<file path="src/rtl/kbd_fifo_pkg.sv">
// Shared definitions for the keyboard scancode buffer: prefix bytes, entry
// layout and prefix-FSM state encoding.
package kbd_fifo_pkg;

   localparam logic [7:0] PS2_E0 = 8'hE0;
   localparam logic [7:0] PS2_F0 = 8'hF0;

   localparam int ENTRY_W  = 10;
   localparam int CODE_MSB = 7;
   localparam int CODE_LSB = 0;
   localparam int BRK_BIT  = 8;
   localparam int EXT_BIT  = 9;

   typedef enum logic [1:0] {
      ST_IDLE    = 2'd0,
      ST_BRK     = 2'd1,
      ST_EXT     = 2'd2,
      ST_EXT_BRK = 2'd3
   } pfx_state_e;

   function automatic logic [ENTRY_W-1:0] make_entry(input logic ext,
                                                     input logic brk,
                                                     input logic [7:0] code);
      return {ext, brk, code};
   endfunction

endpackage

</file>
<file path="src/rtl/kbd_fifo_sync.sv">
// Register-array FIFO with a show-ahead head; the head reads as zero while empty.
// Pointers wrap naturally, occupancy is tracked in a separate counter.
module fifo_sync #(
   parameter int WIDTH      = 10,
   parameter int DEPTH_LOG2 = 4
) (
   input  logic                  clock_i,
   input  logic                  reset_i,
   input  logic                  flush_i,
   input  logic                  push_i,
   input  logic [WIDTH-1:0]      wdata_i,
   input  logic                  pop_i,
   output logic [WIDTH-1:0]      rdata_o,
   output logic [DEPTH_LOG2:0]   count_o,
   output logic                  full_o,
   output logic                  empty_o
);
   localparam int DEPTH = 1 << DEPTH_LOG2;
   localparam int CW    = DEPTH_LOG2 + 1;
   localparam logic [DEPTH_LOG2:0] FULL_CNT = CW'(DEPTH);

   logic [WIDTH-1:0]      mem_q [DEPTH];
   logic [DEPTH_LOG2-1:0] wr_ptr_q, wr_ptr_d;
   logic [DEPTH_LOG2-1:0] rd_ptr_q, rd_ptr_d;
   logic [DEPTH_LOG2:0]   count_q, count_d;
   logic                  do_push_s, do_pop_s;

   assign empty_o = (count_q == '0);
   assign full_o  = (count_q == FULL_CNT);
   assign count_o = count_q;
   assign rdata_o = empty_o ? '0 : mem_q[rd_ptr_q];

   // A pop frees a slot in the same cycle, so push while full is fine when popping.
   assign do_pop_s  = pop_i & ~empty_o & ~flush_i;
   assign do_push_s = push_i & (~full_o | do_pop_s) & ~flush_i;

   always_comb begin
      wr_ptr_d = wr_ptr_q;
      rd_ptr_d = rd_ptr_q;
      count_d  = count_q;
      if (do_push_s) begin
         wr_ptr_d = wr_ptr_q + 1'b1;
      end else begin
         wr_ptr_d = wr_ptr_q;
      end
      if (do_pop_s) begin
         rd_ptr_d = rd_ptr_q + 1'b1;
      end else begin
         rd_ptr_d = rd_ptr_q;
      end
      case ({do_push_s, do_pop_s})
         2'b10:   count_d = count_q + 1'b1;
         2'b01:   count_d = count_q - 1'b1;
         default: count_d = count_q;
      endcase
      if (flush_i) begin
         wr_ptr_d = '0;
         rd_ptr_d = '0;
         count_d  = '0;
      end else begin
         count_d = count_d;
      end
   end

   always_ff @(posedge clock_i) begin
      if (reset_i) begin
         wr_ptr_q <= '0;
         rd_ptr_q <= '0;
         count_q  <= '0;
      end else begin
         wr_ptr_q <= wr_ptr_d;
         rd_ptr_q <= rd_ptr_d;
         count_q  <= count_d;
      end
   end

   always_ff @(posedge clock_i) begin
      if (do_push_s) begin
         mem_q[wr_ptr_q] <= wdata_i;
      end
   end

endmodule

</file>
<file path="src/rtl/kbd_fifo.sv">
// PS/2 set-2 scancode buffer: folds E0/F0 prefixes into ext/brk flags and
// queues {ext,brk,code} entries for portctl; irq tracks FIFO non-empty.
module kbd_fifo
   import kbd_fifo_pkg::*;
#(
   parameter int DEPTH_LOG2 = 4,
   parameter int TIMEOUT    = 500000
) (
   input  logic                  clock,
   input  logic                  reset,
   input  logic [7:0]            ps2_data,
   input  logic                  ps2_hit,
   input  logic                  rd,
   input  logic                  clr,
   output logic [7:0]            q_code,
   output logic                  q_brk,
   output logic                  q_ext,
   output logic                  q_valid,
   output logic [DEPTH_LOG2:0]   count,
   output logic                  overflow,
   output logic                  irq
);
   localparam int TW = (TIMEOUT > 2) ? $clog2(TIMEOUT) : 1;
   localparam logic [TW-1:0] TO_LAST = TW'(TIMEOUT - 1);

   pfx_state_e           state_q, state_d;
   logic [TW-1:0]        tmo_q, tmo_d;
   logic                 push_q, push_d;
   logic [ENTRY_W-1:0]   entry_q, entry_d;
   logic                 overflow_q, overflow_d;
   logic [ENTRY_W-1:0]   head_s;
   logic                 full_s, empty_s;
   logic                 is_e0_s, is_f0_s;

   assign is_e0_s = (ps2_data == PS2_E0);
   assign is_f0_s = (ps2_data == PS2_F0);

   always_comb begin
      state_d = state_q;
      tmo_d   = tmo_q;
      push_d  = 1'b0;
      entry_d = entry_q;
      if (ps2_hit) begin
         tmo_d = '0;
         case (state_q)
            ST_IDLE: begin
               if (is_e0_s) begin
                  state_d = ST_EXT;
               end else if (is_f0_s) begin
                  state_d = ST_BRK;
               end else begin
                  push_d  = 1'b1;
                  entry_d = make_entry(1'b0, 1'b0, ps2_data);
               end
            end
            ST_BRK: begin
               if (is_f0_s) begin
                  state_d = ST_BRK;
               end else if (is_e0_s) begin
                  state_d = ST_EXT_BRK;
               end else begin
                  push_d  = 1'b1;
                  entry_d = make_entry(1'b0, 1'b1, ps2_data);
                  state_d = ST_IDLE;
               end
            end
            ST_EXT: begin
               if (is_f0_s) begin
                  state_d = ST_EXT_BRK;
               end else if (is_e0_s) begin
                  state_d = ST_EXT;
               end else begin
                  push_d  = 1'b1;
                  entry_d = make_entry(1'b1, 1'b0, ps2_data);
                  state_d = ST_IDLE;
               end
            end
            ST_EXT_BRK: begin
               if (is_e0_s || is_f0_s) begin
                  state_d = ST_EXT_BRK;
               end else begin
                  push_d  = 1'b1;
                  entry_d = make_entry(1'b1, 1'b1, ps2_data);
                  state_d = ST_IDLE;
               end
            end
            default: state_d = ST_IDLE;
         endcase
      end else if (state_q != ST_IDLE) begin
         // A stalled prefix is abandoned so a lost byte cannot taint later codes.
         if (tmo_q == TO_LAST) begin
            state_d = ST_IDLE;
            tmo_d   = '0;
         end else begin
            tmo_d = tmo_q + 1'b1;
         end
      end else begin
         tmo_d = '0;
      end
      if (clr) begin
         state_d = ST_IDLE;
         tmo_d   = '0;
         push_d  = 1'b0;
      end else begin
         push_d = push_d;
      end
   end

   always_comb begin
      overflow_d = overflow_q;
      if (clr) begin
         overflow_d = 1'b0;
      end else if (push_q && full_s && !(rd && !empty_s)) begin
         overflow_d = 1'b1;
      end else begin
         overflow_d = overflow_q;
      end
   end

   always_ff @(posedge clock) begin
      if (reset) begin
         state_q    <= ST_IDLE;
         tmo_q      <= '0;
         push_q     <= 1'b0;
         entry_q    <= '0;
         overflow_q <= 1'b0;
      end else begin
         state_q    <= state_d;
         tmo_q      <= tmo_d;
         push_q     <= push_d;
         entry_q    <= entry_d;
         overflow_q <= overflow_d;
      end
   end

   fifo_sync #(
      .WIDTH      (ENTRY_W),
      .DEPTH_LOG2 (DEPTH_LOG2)
   ) u_fifo (
      .clock_i (clock),
      .reset_i (reset),
      .flush_i (clr),
      .push_i  (push_q),
      .wdata_i (entry_q),
      .pop_i   (rd),
      .rdata_o (head_s),
      .count_o (count),
      .full_o  (full_s),
      .empty_o (empty_s)
   );

   assign q_code   = head_s[CODE_MSB:CODE_LSB];
   assign q_brk    = head_s[BRK_BIT];
   assign q_ext    = head_s[EXT_BIT];
   assign q_valid  = ~empty_s;
   assign irq      = ~empty_s;
   assign overflow = overflow_q;

endmodule

</file>
<file path="config.mk">
export PLATFORM = sky130hd
export DESIGN_NAME = kbd_fifo
export DESIGN_NICKNAME = d
export VERILOG_FILES = /design/src/rtl/kbd_fifo_pkg.sv /design/src/rtl/kbd_fifo_sync.sv /design/src/rtl/kbd_fifo.sv
export SDC_FILE = /design/constraint.sdc
export NUM_CORES = 1
export LEC_CHECK = 0
export BUFFER_PORTS_ARGS = -buffer_cell sky130_fd_sc_hd__buf_2
export CORE_ASPECT_RATIO = 1.2
export CORE_MARGIN = 2
export CORE_UTILIZATION = 23
export CTS_BUF_LIST = sky130_fd_sc_hd__clkbuf_4 sky130_fd_sc_hd__clkbuf_8
export CTS_CLUSTER_SIZE = 30
export DETAILED_ROUTE_END_ITERATION = 10
export MAX_ROUTING_LAYER = met4
export PLACE_DENSITY = 0.39
export SKIP_CTS_REPAIR_TIMING = 1
export SYNTH_ARGS = -nofsm -noshare
export SYNTH_HDL_FRONTEND = slang
export SYNTH_SLANG_ARGS = --single-unit
</file>
<file path="constraint.sdc">
create_clock -name clock -period 3.4 [get_ports clock]
set_input_delay 0.17 -clock clock [delete_from_list [all_inputs] [get_ports clock]]
set_output_delay 0.17 -clock clock [all_outputs]
set_load 0.01 [all_outputs]
</file>
==> results by group, run 1 <==
Synth
  – Number of synthesized register bits: 210
  – Synth cell types: 54
  – Synth Warn #: 0
  – Mapped cell area: 8630 sq um
  – Synth Area in Adders: 0.0145
  – Synth area leaders: edfxtp_1 56%, dfxtp_1 12%, mux4_2 10%, nor2_1 2.2%, mux2i_1 2.0%
  – Synth async-reset ratio: 0
  – Synth Area in XOR/XNOR: 0.0213
  – Number of flops mapped to enable cells by yosys: 160
  – Mux cell area share after synthesis: 0.124
  – Top cells by count, synth: 160 x edfxtp_1, 50 x dfxtp_1, 50 x nor2_1, 40 x mux4_2, 21 x a211oi_1
  – Compound-cell area share of the yosys netlist: 0.0525
  – Cells after Synth: 542
  – Leading area contributor after synthesis: edfxtp_1
  – Largest family of logic cells by synthesized area: multiplexers
  – Yosys top cell area share: 0.557
  – Count leader, synth: edfxtp_1
  – Syn_nets: 565
  – Sequential area share after synthesis: 0.673
  – Synth Area in Simple Gates: 0.0883
  – Avg Cell Area, Syn: 15.9 sq um
  – Top_reg_cell synth: edfxtp_1

Placement
  – Placed cell count: 1042
  – GP Congestion: 0.769
  – PortBufs: 30
  – Pre-CTS setup slack: 0.531 ns
  – DPL Wire Length: 12.9 mm

Pwr
  – Total design power: 0.00499 W
  – Max VDD drop: 274 uV
  – PD cells: 490 nW/um^2
  – Pleak: 3.28 nW

Setup path
  – FF-to-FF path depth: 10
  – Startpoint types: register
  – Register-to-register setup slack: 0.51 ns
  – CP required: 3.23 ns
  – R2R Path End: u_fifo.count_o[2]$_SDFFE_PP0P_
  – Kind of critical path: register to output port
  – Worst path arrival time: 2.85 ns
  – Crit path max fanout: 17
  – Worst reg2reg startpoint: u_fifo.count_o[1]$_SDFFE_PP0P_
  – Setup crit end kind: output port

Floorplan
  – Row Count: 77
  – Placeable Area: 36900 sq um
  – Die Wd: 181 um
  – Starting density of the core: 0.234
  – Die Height: 216 um
  – Die area: 39100 sq um
  – I/O pins: 31

Timing
  – Fin crit share: 0.887
  – Worst-case hold slack: 0.0328 ns
  – Final setup fails: 0
  – Worst slew pin tran: 0.958 ns
  – RSZ-0062 raised after global routing: no
  – Hold Vio Cnt, Final: 0
  – Peak Freq: 331 MHz
  – Final WS setup: 0.383 ns
  – Fin crit period: 3.02 ns
  – Setup Total Neg Slack: 0 ns
  – Clock Skew: 0.0182 ns
  – Worst slew margin: 0.359
  – Final slew viol count: 0

Global route
  – First-pass GRT wire length: 30.6 mm
  – Vias in the first global route: 5065
  – Antenna violations before repair: 0
  – GRT overflow: 0
  – GRT Resource Usage Total: 0.105
  – Largest net degree at the start of global routing: 31

Status
  – Outcome: finished clean

Layout
  – Fin nets: 642
  – Layout cell share with drive strength beyond 1: 0.254
  – Fin cells: 1113
  – # fillers: 3749
  – Area grow syn2layout: 18.2%
  – N_diodes: 0

Clock network
  – CTS sink count: 210
  – Later-pin clock latency in the skew report: 0.52 ns
  – CTS H-tree lvls: 2
  – Clock tree buffer depth: 3
  – Root Buffer: clkbuf_8
  – Clock-pin transition on the worst setup and hold timing paths: 0.06 ns
  – CTS tree: done
  – CTS buffer count: 36

Hold path
  – Hold/Removal Path Class: input pin to register
  – Hold Path Depth: 3
  – Hold wc startpoint: ps2_hit
  – Hold path endpoint: entry_q[1]$_SDFFE_PP0P_

Route
  – Remaining DRCs: 0
  – Remaining antenna violation count: 0
  – Drt wl/cell: 17.8 um
  – Vias post-DR: 4871
  – Drt via density: 4.38
  – 1st-iter DRT viols: 228
  – 1st-pass router iterations: 4
  – Routed wire length: 19.9 mm

Run
  – Max cap viols: 0
cells in the final DEF (no fill, tap or decap), types with 3 or more instances in the layout:
| cell type | instances |
|---|---|
| mux4_2 | 40 |
| xor2_1 | 10 |
| mux2i_1 | 17 |
| inv_1 | 15 |
| a21oi_1 | 12 |
| nand3_1 | 12 |
| nor2b_1 | 11 |
| o2111ai_1 | 3 |
| dfxtp_1 | 48 |
| a211oi_1 | 21 |
| nand2_1 | 19 |
| nand4_1 | 8 |
| nor4_1 | 4 |
| and3_1 | 3 |
| edfxtp_1 | 160 |
| dlygate4sd3_1 | 13 |
| xnor2_1 | 11 |
| o21ai_0 | 4 |
| buf_2 | 30 |
| nand2b_1 | 4 |
| nand4b_1 | 3 |
| clkinv_1 | 6 |
| nor2_1 | 50 |
| nor4bb_1 | 3 |
| nor3_1 | 10 |
| clkbuf_4 | 9 |
| clkbuf_8 | 39 |
| buf_4 | 24 |
| ha_1 | 10 |
how the worst max path moves through the flow:
| stage | to | startpoint |
|---|---|---|
| 2_1_floorplan | u_fifo.count_o[2]$_SDFFE_PP0P_ | u_fifo.count_o[1]$_SDFFE_PP0P_ |
| 3_3_place_gp | u_fifo.count_o[2]$_SDFFE_PP0P_ | u_fifo.count_o[1]$_SDFFE_PP0P_ |
| 3_5_place_dp | u_fifo.count_o[2]$_SDFFE_PP0P_ | u_fifo.count_o[1]$_SDFFE_PP0P_ |
| 4_1_cts | q_code[2] | register |
| 5_1_grt | q_code[2] | register |
| 6_report | q_code[1] | register |
cell families (layout without fill, tap and decap cells):
kind of cell	after synthesis	after routing
flip-flops	210	210
multiplexers	57	57
AO/OA/AOI/OAI	57	57
adder cells (fa/ha/maj)	10	10
buffers and inverters	45	142
XOR/XNOR	21	21
AND/OR/NAND/NOR	142	142
metal layers:
layer	vias up	wire length, um	track usage
li1	2261	-	-
met1	2494	8830	0.128
met2	85	9860	0.175
met3	31	784	0.0235
met4	0	388	0.0325
met5	-	0	-
metrics by stage:
stage	util	instance area (sq um)
final	0.276	10200
after global routing	0.276	10200
after CTS	0.273	10100
after detailed placement	0.255	9410
after global placement	0.255	9410
after floorplan	-	8630
critical path, stage by stage, from the launching register on:
cell and delay [ns]:
dfxtp_2 0.75, buf_4 0.33, buf_4 0.26, mux4_2 0.22, mux2i_1 0.11, a211oi_1 0.42
buf_2 0.22
power breakdown:
part | switching (W) | total (W) | internal (W)
clock | 0.000967 | 0.00212 | 0.00115
sequential | 0.0000340 | 0.00280 | 0.00277
combinational | 0.0000423 | 0.0000763 | 0.0000340
flip-flops by register name, indices dropped and copies added (netlist names), named ones only:
| register | cells |
|---|---|
| tmo_q | 19 |
| push_q | 1 |
| u_fifo.rd_ptr_q | 4 |
| u_fifo.wr_ptr_q | 4 |
| overflow | 1 |
| u_fifo.count_o | 5 |
| state_q | 2 |
| entry_q | 10 |
| u_fifo.mem_q | 160 |
area by class of cell:
type,instances,area (sq um),area share
timing repair buffer,68,480,0.0471
sequential,210,5810,0.570
tap,474,593,0.0582
multi-input combinational,287,2590,0.255
clock inverter,10,55.1,0.00540
clock buffer,48,604,0.0593
inverter,16,60.1,0.00589
(Power assumes the default switching activity.)
==> run 2: changes to the inputs <==
- SKIP_LAST_GASP: unset -> 1
- SLEW_MARGIN: unset -> 5
- clock period: 3.4 -> 2.8 ns (I/O delays scaled with it)
==> run 2 against run 1 <==
Effect of this change:
- first-iteration DRC count grew 14%
- utilization grew 0.30 points
- cell area grew 1.1%
- total power grew 23%
- worst hold slack lost 0.022 ns
- routed wire length grew 1.1%
==> results by group, run 2 (same netlist as run 1, synthesis figures left out) <==
Status
  – Outcome: finished clean

Placement
  – GP Congestion: 0.747
  – Placed cell count: 1040
  – DPL Wire Length: 13.1 mm
  – Pre-CTS setup slack: 0.173 ns
  – PortBufs: 30

Clock network
  – CTS tree: done
  – Clock tree buffer depth: 3
  – Later-pin clock latency in the skew report: 0.53 ns
  – Clock-pin transition on the worst setup and hold timing paths: 0.06 ns
  – CTS buffer count: 38
  – CTS sink count: 210
  – CTS H-tree lvls: 2
  – Root Buffer: clkbuf_8

Floorplan
  – Die area: 39100 sq um
  – Die Wd: 181 um
  – Starting density of the core: 0.234
  – I/O pins: 31
  – Placeable Area: 36900 sq um
  – Row Count: 77
  – Die Height: 216 um

Layout
  – Commonest non-fill, non-tap cell in the layout: edfxtp_1
  – N_diodes: 0
  – Area grow syn2layout: 19.4%
  – Biggest register: u_fifo.mem_q
  – Fin cells: 1128
  – Biggest regs: u_fifo.mem_q: 160 flops, tmo_q: 19 flops, entry_q: 10 flops
  – Layout cell share with drive strength beyond 1: 0.254
  – Fin nets: 648
  – Most frequent cells in the layout: 160 x edfxtp_1, 50 x nor2_1, 48 x dfxtp_1
  – Max reg flops: 160

Timing
  – Peak Freq: 373 MHz
  – Final setup fails: 0
  – Fin crit period: 2.68 ns
  – Final WS setup: 0.117 ns
  – Final slew viol count: 0
  – Worst-case hold slack: 0.0106 ns
  – Clock Skew: 0.0307 ns
  – Fin crit share: 0.958
  – RSZ-0062 raised after global routing: yes
  – Worst slew pin tran: 1.24 ns
  – Hold Vio Cnt, Final: 0
  – Worst slew margin: 0.170

Pwr
  – Pint: 0.00478 W
  – PD cells: 594 nW/um^2
  – Pleak: 3.33 nW
  – Switching power: 0.00133 W
  – Flop pwr share: 0.555
  – Comb power frac: 0.017
  – Clk network pwr share: 0.428
  – Sw frac: 0.218
  – Max VDD drop: 282 uV
  – Total design power: 0.00612 W

Route
  – Routed wire length: 20.1 mm
  – 1st-iter DRT viols: 261
  – Remaining antenna violation count: 0
  – Vias post-DR: 4899
  – Remaining DRCs: 0
  – Drt via density: 4.34
  – 1st-pass router iterations: 4
  – Drt wl/cell: 17.8 um

Setup path
  – Worst path slowest cell: dfxtp_2
  – Kind of critical path: register to output port
  – CP required: 2.66 ns
  – CP Buf/Inv Count: 2
  – Crit. path cell count: 5
  – Setup crit end kind: output port
  – R2R Path End: u_fifo.count_o[2]$_SDFFE_PP0P_
  – Delay-heaviest family, CP: flip-flops
  – FF-to-FF path depth: 10
  – Worst path arrival time: 2.54 ns
  – Startpoint types: register
  – Worst stage delay on the critical path: 0.59 ns
  – CP cell instances: buf_12 > mux4_2 > mux2i_1 > a211oi_1 > buf_2
  – Worst reg2reg startpoint: u_fifo.count_o[0]$_SDFFE_PP0P_
  – Crit path max fanout: 32
  – Register-to-register setup slack: 0.16 ns
  – Setup crit end: q_code[1]

Global route
  – Vias in the first global route: 5209
  – GRT Resource Usage Total: 0.106
  – First-pass GRT wire length: 30.8 mm
  – Antenna violations before repair: 0
  – GRT overflow: 0
  – Largest net degree at the start of global routing: 33

Hold path
  – Hold/Removal Path Class: input pin to register

Run
  – Max cap viols: 0
run 2: power by group through the flow:
stage / registers, W / clock network [W] / logic, W
final: 0.00340 / 0.00262 / 0.000102
after global placement: 0.00346 / 0 / 0.0000801
after floorplan: 0.00344 / 0 / 0.0000492
after CTS: 0.00340 / 0.00274 / 0.0000817
after detailed placement: 0.00346 / 0 / 0.0000813
after global routing: 0.00340 / 0.00286 / 0.000113
run 2: area by class of cell:
type                            count  area, sq um
Sequential cell                   210         5810
Inverter                           16         60.1
Multi-Input combinational cell    287         2610
Tap cell                          474          593
Timing Repair Buffer               72          542
Fill cell                        3749        26600
Clock inverter                     25          121
Clock buffer                       44          574
run 2: worst min path at each step:
stage | slack [ns] | cells past startpoint | from | endpoint
after floorplan | 0.28 | 2 | ps2_data[0] | entry_q[0]$_SDFFE_PP0P_
after global placement | 0.41 | 3 | ps2_data[5] | entry_q[5]$_SDFFE_PP0P_
after detailed placement | 0.41 | 3 | ps2_data[3] | entry_q[3]$_SDFFE_PP0P_
after CTS | -0.17 | 3 | ps2_data[3] | entry_q[3]$_SDFFE_PP0P_
after global routing | 0.01 | 3 | ps2_hit | state_q[0]$_SDFFE_PP0P_
final | 0.01 | 3 | ps2_hit | state_q[0]$_SDFFE_PP0P_
run 2: metrics by stage:
stage / setup TNS, ns / instance area, sq um / utilization
global route: -0.0523 / 10300 / 0.279
global placement: 0 / 9400 / 0.255
CTS: -0.128 / 10100 / 0.274
detailed placement: 0 / 9400 / 0.255
floorplan: 0 / 8630 / -
finish: 0 / 10300 / 0.279
run 2: metal layers:
metal / track usage / routed length (um) / part of all wire / up-vias
met2: 0.177 / 9920 / 0.49 / 96
met1: 0.126 / 8980 / 0.45 / 2482
met4: 0.0320 / 383 / 0.019 / 0
met5: - / 0 / 0 / -
li1: - / - / - / 2287
met3: 0.0247 / 796 / 0.040 / 34
run 2: worst register-to-register path: cells and delay by family, from the launching register on:
kind	cells	cell delay [ns]
adders and majority gates	2	0.46
AOI/OAI and AO/OA	3	0.52
and+or+nand+nor	3	0.98
DFF	1	0.31
xor gates and xnor gates	2	0.30
==> run 3: changes to the inputs <==
--- a/config.mk
+++ b/config.mk
@@ -8,2 +8,3 @@
 export BUFFER_PORTS_ARGS = -buffer_cell sky130_fd_sc_hd__buf_2
+export CAP_MARGIN = 20
 export CORE_ASPECT_RATIO = 1.2
==> constraint.sdc (replaced) <==
create_clock -name clock -period 2.8 [get_ports clock]
set_input_delay 0.28 -clock clock [delete_from_list [all_inputs] [get_ports clock]]
set_output_delay 0.28 -clock clock [all_outputs]
set_load 0.01 [all_outputs]
==> run 3 against run 2 <==
Effect of this change:
- sequential share of layout area decreased by 0.081 points
- clock power increased by 11%
- clock-buffer cell count increased by 12
- largest power group unchanged
- highest routed layer unchanged
==> results by group, run 3 (same netlist as run 1, synthesis figures left out) <==
Placement
  – Post-place instance area: 9490 sq um
  – GP Congestion: 0.768
  – PortBufs: 30
  – DPL Wire Length: 13.0 mm
  – Pre-CTS setup slack: 0.155 ns

Pwr
  – Clk network pwr share: 0.455
  – PD cells: 618 nW/um^2
  – Pleak: 3.37 nW
  – Switching power: 0.00134 W
  – Pint: 0.00504 W
  – Flop pwr share: 0.532
  – Total design power: 0.00638 W
  – Comb power frac: 0.013
  – Max VDD drop: 334 uV
  – Sw frac: 0.210

Layout
  – Biggest register: u_fifo.mem_q
  – Max reg flops: 160
  – Fin nets: 646
  – Biggest regs: u_fifo.mem_q: 160 flops, tmo_q: 19 flops, entry_q: 10 flops
  – # fillers: 3763
  – FF/Latch Area: 5810 sq um
  – Commonest non-fill, non-tap cell in the layout: edfxtp_1
  – Area grow syn2layout: 19.7%
  – Most frequent cells in the layout: 160 x edfxtp_1, 50 x nor2_1, 48 x dfxtp_1
  – Cell area after layout: 10300 sq um
  – Multi-input gate area: 2600 sq um
  – Layout cell share with drive strength beyond 1: 0.287

Route
  – 1st-pass router iterations: 4
  – Routed wire length: 19.7 mm
  – 1st-iter DRT viols: 162
  – Drt via density: 4.36
  – Vias post-DR: 4928
  – Remaining DRCs: 0
  – Remaining antenna violation count: 0
  – Drt wl/cell: 17.5 um

Timing
  – Final slew viol count: 0
  – Final WS setup: 0.103 ns
  – Peak Freq: 371 MHz
  – Hold Vio Cnt, Final: 0
  – Fin crit share: 0.963
  – Clock Skew: 0.0236 ns
  – Final setup fails: 0
  – Fin crit period: 2.70 ns
  – Worst slew margin: 0.314
  – Worst-case hold slack: 0.0138 ns
  – RSZ-0062 raised after global routing: yes
  – Worst slew pin tran: 1.02 ns

Clock network
  – Clock-pin transition on the worst setup and hold timing paths: 0.06 ns
  – CTS buffer count: 39
  – Later-pin clock latency in the skew report: 0.53 ns
  – CTS sink count: 210
  – Root Buffer: clkbuf_8
  – CTS H-tree lvls: 2
  – CTS tree: done
  – Clock tree buffer depth: 3

Floorplan
  – Die Wd: 181 um
  – Die Height: 216 um
  – I/O pins: 31
  – Starting density of the core: 0.234
  – Row Count: 77
  – Placeable Area: 36900 sq um
  – Die area: 39100 sq um

Setup path
  – Crit path max fanout: 18
  – Setup crit end kind: output port
  – CP required: 2.52 ns
  – Kind of critical path: register to output port
  – Register-to-register setup slack: 0.15 ns
  – Worst path arrival time: 2.42 ns
  – Startpoint types: register

Global route
  – Vias in the first global route: 5220
  – GRT overflow: 0
  – First-pass GRT wire length: 30.8 mm
  – Antenna violations before repair: 3
  – Largest net degree at the start of global routing: 34
  – GRT Resource Usage Total: 0.105

Hold path
  – Hold/Removal Path Class: input pin to register

Status
  – Outcome: finished clean

Run
  – Max cap viols: 0
## run 3: worst paths after layout
check	cells after the start	end	startpoint
min reg2reg	1	tmo_q[0]$_SDFF_PP0_	tmo_q[0]$_SDFF_PP0_
max	6	q_code[4]	register
min	3	entry_q[3]$_SDFFE_PP0P_	ps2_data[3]
max reg2reg	10	u_fifo.count_o[2]$_SDFFE_PP0P_	u_fifo.count_o[0]$_SDFFE_PP0P_
## run 3: layer usage
| metal | routed length (um) | up-vias | track usage |
|---|---|---|---|
| li1 | - | 2287 | - |
| met1 | 8960 | 2511 | 0.131 |
| met2 | 9490 | 90 | 0.169 |
| met3 | 844 | 40 | 0.0232 |
| met4 | 460 | 0 | 0.0341 |
| met5 | 0 | - | - |
## run 3: metrics by stage
stage	instances	util	setup TNS [ns]
after floorplan	542	-	0
after global placement	1049	0.257	0
after detailed placement	1050	0.257	0
after CTS	1122	0.278	-1.19
after global routing	1131	0.280	-0.0751
final	1131	0.280	0
## run 3: critical path: stages, from the launching register on
cell	delay [ns]
dfxtp_4	0.47
buf_4	0.34
mux4_2	0.36
mux2i_1	0.29
a211oi_1	0.12
buf_4	0.18
buf_2	0.14
## run 3: final cells by class
class / count / share of cell area
timing repair buffer: 69 / 0.0465
clock buffer: 56 / 0.0655
inverter: 16 / 0.00581
multi-input combinational: 287 / 0.252
tap: 474 / 0.0574
clock inverter: 16 / 0.00969
sequential: 210 / 0.563
antenna: 3 / 0.000727
## run 3: power groups by stage
stage,registers (W),clock network (W),logic [W]
floorplan,0.00344,0,0.0000492
global placement,0.00346,0,0.0000832
detailed placement,0.00347,0,0.0000846
CTS,0.00340,0.00302,0.0000851
global route,0.00340,0.00315,0.0000936
finish,0.00340,0.00290,0.0000835
